$ cat src/rtl/alu_pkg.sv
// Shared types and select encodings for the ALU issue queue.
package alu_pkg;

    localparam logic [3:0] ALU_SEL_AND = 4'b0000;
    localparam logic [3:0] ALU_SEL_OR  = 4'b0001;
    localparam logic [3:0] ALU_SEL_XOR = 4'b0010;
    localparam logic [3:0] ALU_SEL_ADD = 4'b0011;

    localparam int ALU_LATENCY = 1;

    typedef struct packed {
        logic [31:0] a;
        logic [31:0] b;
        logic [3:0]  sel;
    } alu_cmd_t;

    typedef struct packed {
        logic [31:0] data;
        logic [3:0]  sel;
    } alu_res_t;

endpackage

$ cat src/rtl/sync_fifo.sv
// Single-clock FIFO with wrap-bit pointers and a synchronous clear.
module sync_fifo #(
    parameter int WIDTH = 8,
    parameter int DEPTH = 4,
    parameter int CW    = $clog2(DEPTH) + 1
) (
    input  logic             clk,
    input  logic             rst_n,
    input  logic             clear,
    input  logic             push,
    input  logic             pop,
    input  logic [WIDTH-1:0] wdata,
    output logic [WIDTH-1:0] rdata,
    output logic             full,
    output logic             empty,
    output logic [CW-1:0]    count
);

    localparam int IW = $clog2(DEPTH);
    localparam int PW = IW + 1;

    logic [WIDTH-1:0] mem [DEPTH];
    logic [PW-1:0]    wptr;
    logic [PW-1:0]    rptr;
    logic             do_push;
    logic             do_pop;

    assign empty   = (wptr == rptr);
    assign full    = (wptr[IW] != rptr[IW]) && (wptr[IW-1:0] == rptr[IW-1:0]);
    assign do_push = push && !full && !clear;
    assign do_pop  = pop && !empty && !clear;
    assign rdata   = mem[rptr[IW-1:0]];
    assign count   = CW'(wptr - rptr);

    always_ff @(posedge clk or negedge rst_n) begin
        if (!rst_n) begin
            wptr <= '0;
            rptr <= '0;
            for (int i = 0; i < DEPTH; i++) begin
                mem[i] <= '0;
            end
        end else begin
            if (clear) begin
                wptr <= '0;
                rptr <= '0;
            end else begin
                if (do_push) begin
                    mem[wptr[IW-1:0]] <= wdata;
                    wptr              <= wptr + PW'(1);
                end
                if (do_pop) begin
                    rptr <= rptr + PW'(1);
                end
            end
        end
    end

endmodule

$ cat src/rtl/alu_cmd_queue.sv
// Issue stage for a one-cycle registered ALU: buffers commands, issues them
// with result-slot credits, and captures tagged results for the consumer.
module alu_cmd_queue
    import alu_pkg::*;
#(
    parameter int CMD_DEPTH = 4,
    parameter int RES_DEPTH = 4,
    parameter int AW        = $clog2((CMD_DEPTH > RES_DEPTH) ? CMD_DEPTH : RES_DEPTH) + 1
) (
    input  logic          clk,
    input  logic          rst_n,
    input  logic          flush,
    input  logic          in_valid,
    output logic          in_ready,
    input  logic [31:0]   in_a,
    input  logic [31:0]   in_b,
    input  logic [3:0]    in_sel,
    output logic [31:0]   alu_a,
    output logic [31:0]   alu_b,
    output logic [3:0]    alu_sel,
    output logic          alu_issue,
    input  logic [31:0]   alu_out,
    output logic          res_valid,
    input  logic          res_ready,
    output logic [31:0]   res_data,
    output logic [3:0]    res_sel,
    output logic [AW-1:0] cmd_count
);

    alu_cmd_t      cmd_wdata;
    alu_cmd_t      cmd_head;
    logic          cmd_full;
    logic          cmd_empty;
    alu_res_t      res_wdata;
    alu_res_t      res_head;
    logic          res_full;
    logic          res_empty;
    logic [AW-1:0] res_count;
    logic          s1_valid;
    logic [3:0]    s1_sel;
    logic          s2_valid;
    logic [3:0]    s2_sel;
    logic [AW:0]   in_flight;
    logic          credit_ok;
    logic          issue;
    logic          cmd_push;
    logic          res_push;
    logic          res_pop;

    assign cmd_wdata = '{a: in_a, b: in_b, sel: in_sel};
    assign in_ready  = !cmd_full;
    assign cmd_push  = in_valid && in_ready && !flush;

    // Every op past the command FIFO owns a result slot, so capture never overflows.
    assign in_flight = (AW+1)'(s1_valid) + (AW+1)'(s2_valid) + (AW+1)'(res_count);
    assign credit_ok = in_flight < (AW+1)'(RES_DEPTH);
    assign issue     = !cmd_empty && credit_ok && !flush;

    assign res_wdata = '{data: alu_out, sel: s2_sel};
    assign res_push  = s2_valid && !flush && !res_full;
    assign res_pop   = !res_empty && res_ready;
    assign res_valid = !res_empty;
    assign res_data  = res_head.data;
    assign res_sel   = res_head.sel;

    sync_fifo #(.WIDTH($bits(alu_cmd_t)), .DEPTH(CMD_DEPTH), .CW(AW)) u_cmd_fifo (
        .clk   (clk),
        .rst_n (rst_n),
        .clear (flush),
        .push  (cmd_push),
        .pop   (issue),
        .wdata (cmd_wdata),
        .rdata (cmd_head),
        .full  (cmd_full),
        .empty (cmd_empty),
        .count (cmd_count)
    );

    sync_fifo #(.WIDTH($bits(alu_res_t)), .DEPTH(RES_DEPTH), .CW(AW)) u_res_fifo (
        .clk   (clk),
        .rst_n (rst_n),
        .clear (flush),
        .push  (res_push),
        .pop   (res_pop),
        .wdata (res_wdata),
        .rdata (res_head),
        .full  (res_full),
        .empty (res_empty),
        .count (res_count)
    );

    // s1: op sits on the ALU inputs; s2: ALU has registered it and alu_out is valid.
    always_ff @(posedge clk or negedge rst_n) begin
        if (!rst_n) begin
            alu_a     <= '0;
            alu_b     <= '0;
            alu_sel   <= '0;
            alu_issue <= 1'b0;
            s1_valid  <= 1'b0;
            s1_sel    <= '0;
            s2_valid  <= 1'b0;
            s2_sel    <= '0;
        end else begin
            alu_issue <= issue;
            s1_valid  <= issue;
            s2_valid  <= s1_valid && !flush;
            s2_sel    <= s1_sel;
            if (issue) begin
                alu_a   <= cmd_head.a;
                alu_b   <= cmd_head.b;
                alu_sel <= cmd_head.sel;
                s1_sel  <= cmd_head.sel;
            end
        end
    end

endmodule

$ cat config.mk
export PLATFORM = sky130hd
export DESIGN_NAME = alu_cmd_queue
export DESIGN_NICKNAME = d
export VERILOG_FILES = /design/src/rtl/alu_pkg.sv /design/src/rtl/sync_fifo.sv /design/src/rtl/alu_cmd_queue.sv
export SDC_FILE = /design/constraint.sdc
export NUM_CORES = 1
export LEC_CHECK = 0
export BUFFER_PORTS_ARGS = -buffer_cell sky130_fd_sc_hd__buf_4
export CORE_MARGIN = 3
export CORE_UTILIZATION = 44
export CTS_CLUSTER_SIZE = 30
export DETAILED_ROUTE_END_ITERATION = 12
export GPL_TIMING_DRIVEN = 0
export PLACE_DENSITY = 0.63
export SLEW_MARGIN = 20
export SYNTH_ARGS = -nofsm -noshare
export SYNTH_HDL_FRONTEND = slang
export SYNTH_SLANG_ARGS = --single-unit
$ cat constraint.sdc
create_clock -name clk -period 2.9 [get_ports clk]
set_input_delay 0.145 -clock clk [delete_from_list [all_inputs] [get_ports clk]]
set_output_delay 0.145 -clock clk [all_outputs]
set_load 0.02 [all_outputs]
==> flow_summary.json <==
{
  "status": "finished, final reports clean",
  "grt_pass1_wl_mm": 77.51,
  "post_drt_wl_per_cell_um": 20.61,
  "io_pins": 215,
  "clock_path_buffers": 3,
  "rsz0062_at_grt": "false",
  "nFillCells": 3875,
  "first_pass_iters": 4,
  "slew_violations": 0,
  "synth_ff_type": "dfrtp_1",
  "crit_required_ps": 3370,
  "die-area_um2": 52770,
  "clk_latency_ps": 600,
  "num_rows": 81,
  "yosys_warnings": 0,
  "cts_tree": "yes",
  "syn_area_um2": 22020,
  "multi_input_area_um2": 8818,
  "die_h_um": 229.7,
  "drc": 0,
  "vias_per_cell": 5.121,
  "dpl.hpwl_mm": 31.21,
  "die_w_um": 229.7,
  "syn_inst": 1246,
  "pwr-share-clk_pct": 26.8,
  "start_util_pct": 44.80,
  "overflow": 0,
  "core_area_um2": 49150,
  "dr_total_vias": 12000,
  "drive_gt1_share_pct": 58.66,
  "crit_arrival_ps": 3160,
  "synth_edf_count": 0,
  "switchingPower_mw": 8.202,
  "ff2ff_path_depth": 9,
  "worst_setup_path_start_kind": "register",
  "ff2ff_setup_slack_ps": 200,
  "reg2reg_to": "u_res_fifo.mem[50]$_DFFE_PN0P_",
  "seq_power_share_pct": 38.0,
  "grt_pass1_vias": 13440,
  "avgSynthCellArea_um2": 17.67,
  "synth_top_area_share_pct": 57.04,
  "yosys.area.top_type": "dfrtp_1",
  "ys_types": 34,
  "fin_crit_sh_pct": 92.98,
  "p_sw_share_pct": 29.22,
  "antenna_left": 0,
  "cellLeakagePower_nw": 12.96,
  "ir_worst_vdd_mv": 0.5180,
  "end_kind": "register",
  "power_density_nw_per_um2": 1012,
  "relSlewSlack_pct": 44.36,
  "reg2reg_from": "u_res_fifo.rptr[1]$_DFFE_PN0P_",
  "synthArstFlopShare_pct": 100.0,
  "gp_congestion": 0.7430,
  "cts_made_buffers": 54,
  "regArea_um2": 12560,
  "tightest_slew_ps": 834.7,
  "fmax_mhz": 370.9,
  "worstPathMaxFanout": 10,
  "cts_root_buf": "clkbuf_16",
  "pwr-share-comb_pct": 35.1,
  "final_nets": 1751,
  "clock_sinks": 502,
  "max_cap_violations": 0,
  "worst_slack_ps": 203.6,
  "place_inst": 2129,
  "syn-num-nets": 1368,
  "path_class": "register to register",
  "ys_seq_area_share_pct": 57.04,
  "hold_path_class": "primary input to async pin",
  "whs_ps": 170.7,
  "htreeDepth": 2,
  "drt_iter0_drc": 493,
  "grt_use_total_pct": 18.72,
  "portBuffers": 214,
  "setup_viol": 0,
  "power.internal_mw": 19.87,
  "antenna_found_initial": 5,
  "hold_viol": 0,
  "clkTransAtPathRegs_ps": 60,
  "final_cells": 2343,
  "post-place-ws_ps": -979.0,
  "min_period_ps": 2696,
  "netlist_top_cells_area": "dfrtp_1 57%, mux2_2 20%, mux4_2 11%",
  "synth_seq_cells": 502,
  "grt_max_degree": 101,
  "wl_mm": 48.28,
  "syn_to_final_growth_pct": 25.93,
  "clock_skew_ps": 13.36
}
flip-flops by register name (all words and copies together), names as in the netlist:
register,count
u_cmd_fifo.wptr,3
s1_sel,4
u_res_fifo.mem,144
u_res_fifo.wptr,3
u_cmd_fifo.rptr,3
alu_a,32
s2_valid,1
s2_sel,4
u_res_fifo.rptr,3
alu_b,32
u_cmd_fifo.mem,272
s1_valid,1
power by group through the flow:
| stage | Sequential [mW] | Combinational [mW] | Clock (mW) |
|---|---|---|---|
| 2_1_floorplan | 10.9 | 6.41 | 0 |
| 3_5_place_dp | 10.8 | 9.86 | 0 |
| 3_3_place_gp | 10.7 | 9.67 | 0 |
| 6_report | 10.7 | 9.85 | 7.54 |
| 4_1_cts | 10.7 | 10.0 | 7.75 |
| 5_1_grt | 11.0 | 10.6 | 8.06 |
cell usage after synthesis, types with 2 or more instances:
cell type	count
nand2_1	4
mux2i_1	3
buf_4	16
mux4_2	104
xor2_1	6
buf_2	12
inv_1	11
fa_1	2
o211ai_1	2
nor2_1	9
xnor2_2	2
mux2_2	397
xnor2_1	3
nand3_1	3
o21ai_0	3
mux2_4	88
o211a_4	2
dfrtp_1	502
a21oi_1	2
nand2_4	7
ha_1	15
buf_12	2
buf_6	29
clkbuf_1	12
worst max-delay path by stage:
stage | startpoint | end | slack [ps] | cells past startpoint
after floorplan | u_cmd_fifo.rptr[1]$_DFFE_PN0P_ | u_cmd_fifo.mem[115]$_DFFE_PN0P_ | 190 | 11
after global placement | rst_n | u_cmd_fifo.mem[98]$_DFFE_PN0P_ | -3590 | 1
after detailed placement | u_cmd_fifo.rptr[1]$_DFFE_PN0P_ | u_cmd_fifo.mem[198]$_DFFE_PN0P_ | -980 | 11
after CTS | u_cmd_fifo.rptr[1]$_DFFE_PN0P_ | u_cmd_fifo.mem[197]$_DFFE_PN0P_ | 8 | 11
after global routing | u_res_fifo.rptr[1]$_DFFE_PN0P_ | u_res_fifo.mem[114]$_DFFE_PN0P_ | 50 | 9
final | u_res_fifo.rptr[1]$_DFFE_PN0P_ | u_res_fifo.mem[50]$_DFFE_PN0P_ | 200 | 9
cell type report:
type                       count  share of cell area, %
tap                          664                  2.996
clock buffer                  83                  6.109
antenna                        5                0.04512
sequential                   502                  45.30
timing repair buffer         328                  10.25
inverter                      11                 0.1489
buffer                        72                  2.287
clock inverter                18                  1.069
multi-input combinational    660                  31.80
what timing repair did:
item / in CTS / in global routing
pin swaps: 1 / 0
hold endpoints to repair: 493 / 0
resized for setup: 10 / 6
buffers inserted: 3 / 2
hold buffers: 104 / 0
setup endpoints to repair: 516 / 241
through the flow:
step	util [%]	total power [mW]	cell area, µm²	TNS [ps]
after global placement	49.76	20.34	24460	-2121770
after detailed placement	50.06	20.64	24600	-354800
after CTS	56.35	28.47	27700	0
after floorplan	-	17.36	22020	0
after global routing	56.41	29.61	27730	0
final	56.42	28.07	27730	0
worst max-delay path, cell delays in order, from the launching register on:
cell	delay [ps]
dfrtp_1	440
clkbuf_4	290
clkbuf_4	280
inv_1	70
ha_1	290
nand2_1	150
o211a_4	310
nand2_4	180
buf_6	200
mux2_2	340
placed cells by master, fill, tap and decap left out, drive strengths merged, types with 3 or more instances in the layout:
master and count:
diode 5, xor2 6, ha 15, xnor2 5
bufinv 8, nor2 10, buf 282, dlygate4sd3 104
inv 11, mux4 104, mux2i 3, mux2 485
clkinv 9, dfrtp 502, o21ai 5, nand2 11
clkbuf 97, nand3 3
cell families (layout without fill, tap and decap cells):
kind of cell             after synthesis  after routing  synth area share (%)
adder cells (fa/ha/maj)               17             17                 1.034
multiplexers                         592            592                 37.07
buffers and inverters                 84            512                 2.915
AO/OA/AOI/OAI                         14             14                0.6022
flip-flops                           502            502                 57.04
other                                  0              5                     0
AND/OR/NAND/NOR                       25             25                0.7272
XOR/XNOR                              12             12                0.6079
routing by layer:
| metal | part of all wire [%] | global-route usage, % |
|---|---|---|
| met3 | 3.5 | 3.122 |
| met5 | 0 | 0 |
| met2 | 49 | 30.94 |
| met4 | 2.2 | 5.690 |
| met1 | 45 | 25.63 |
No activity file was read; power rests on OpenSTA's default activity.
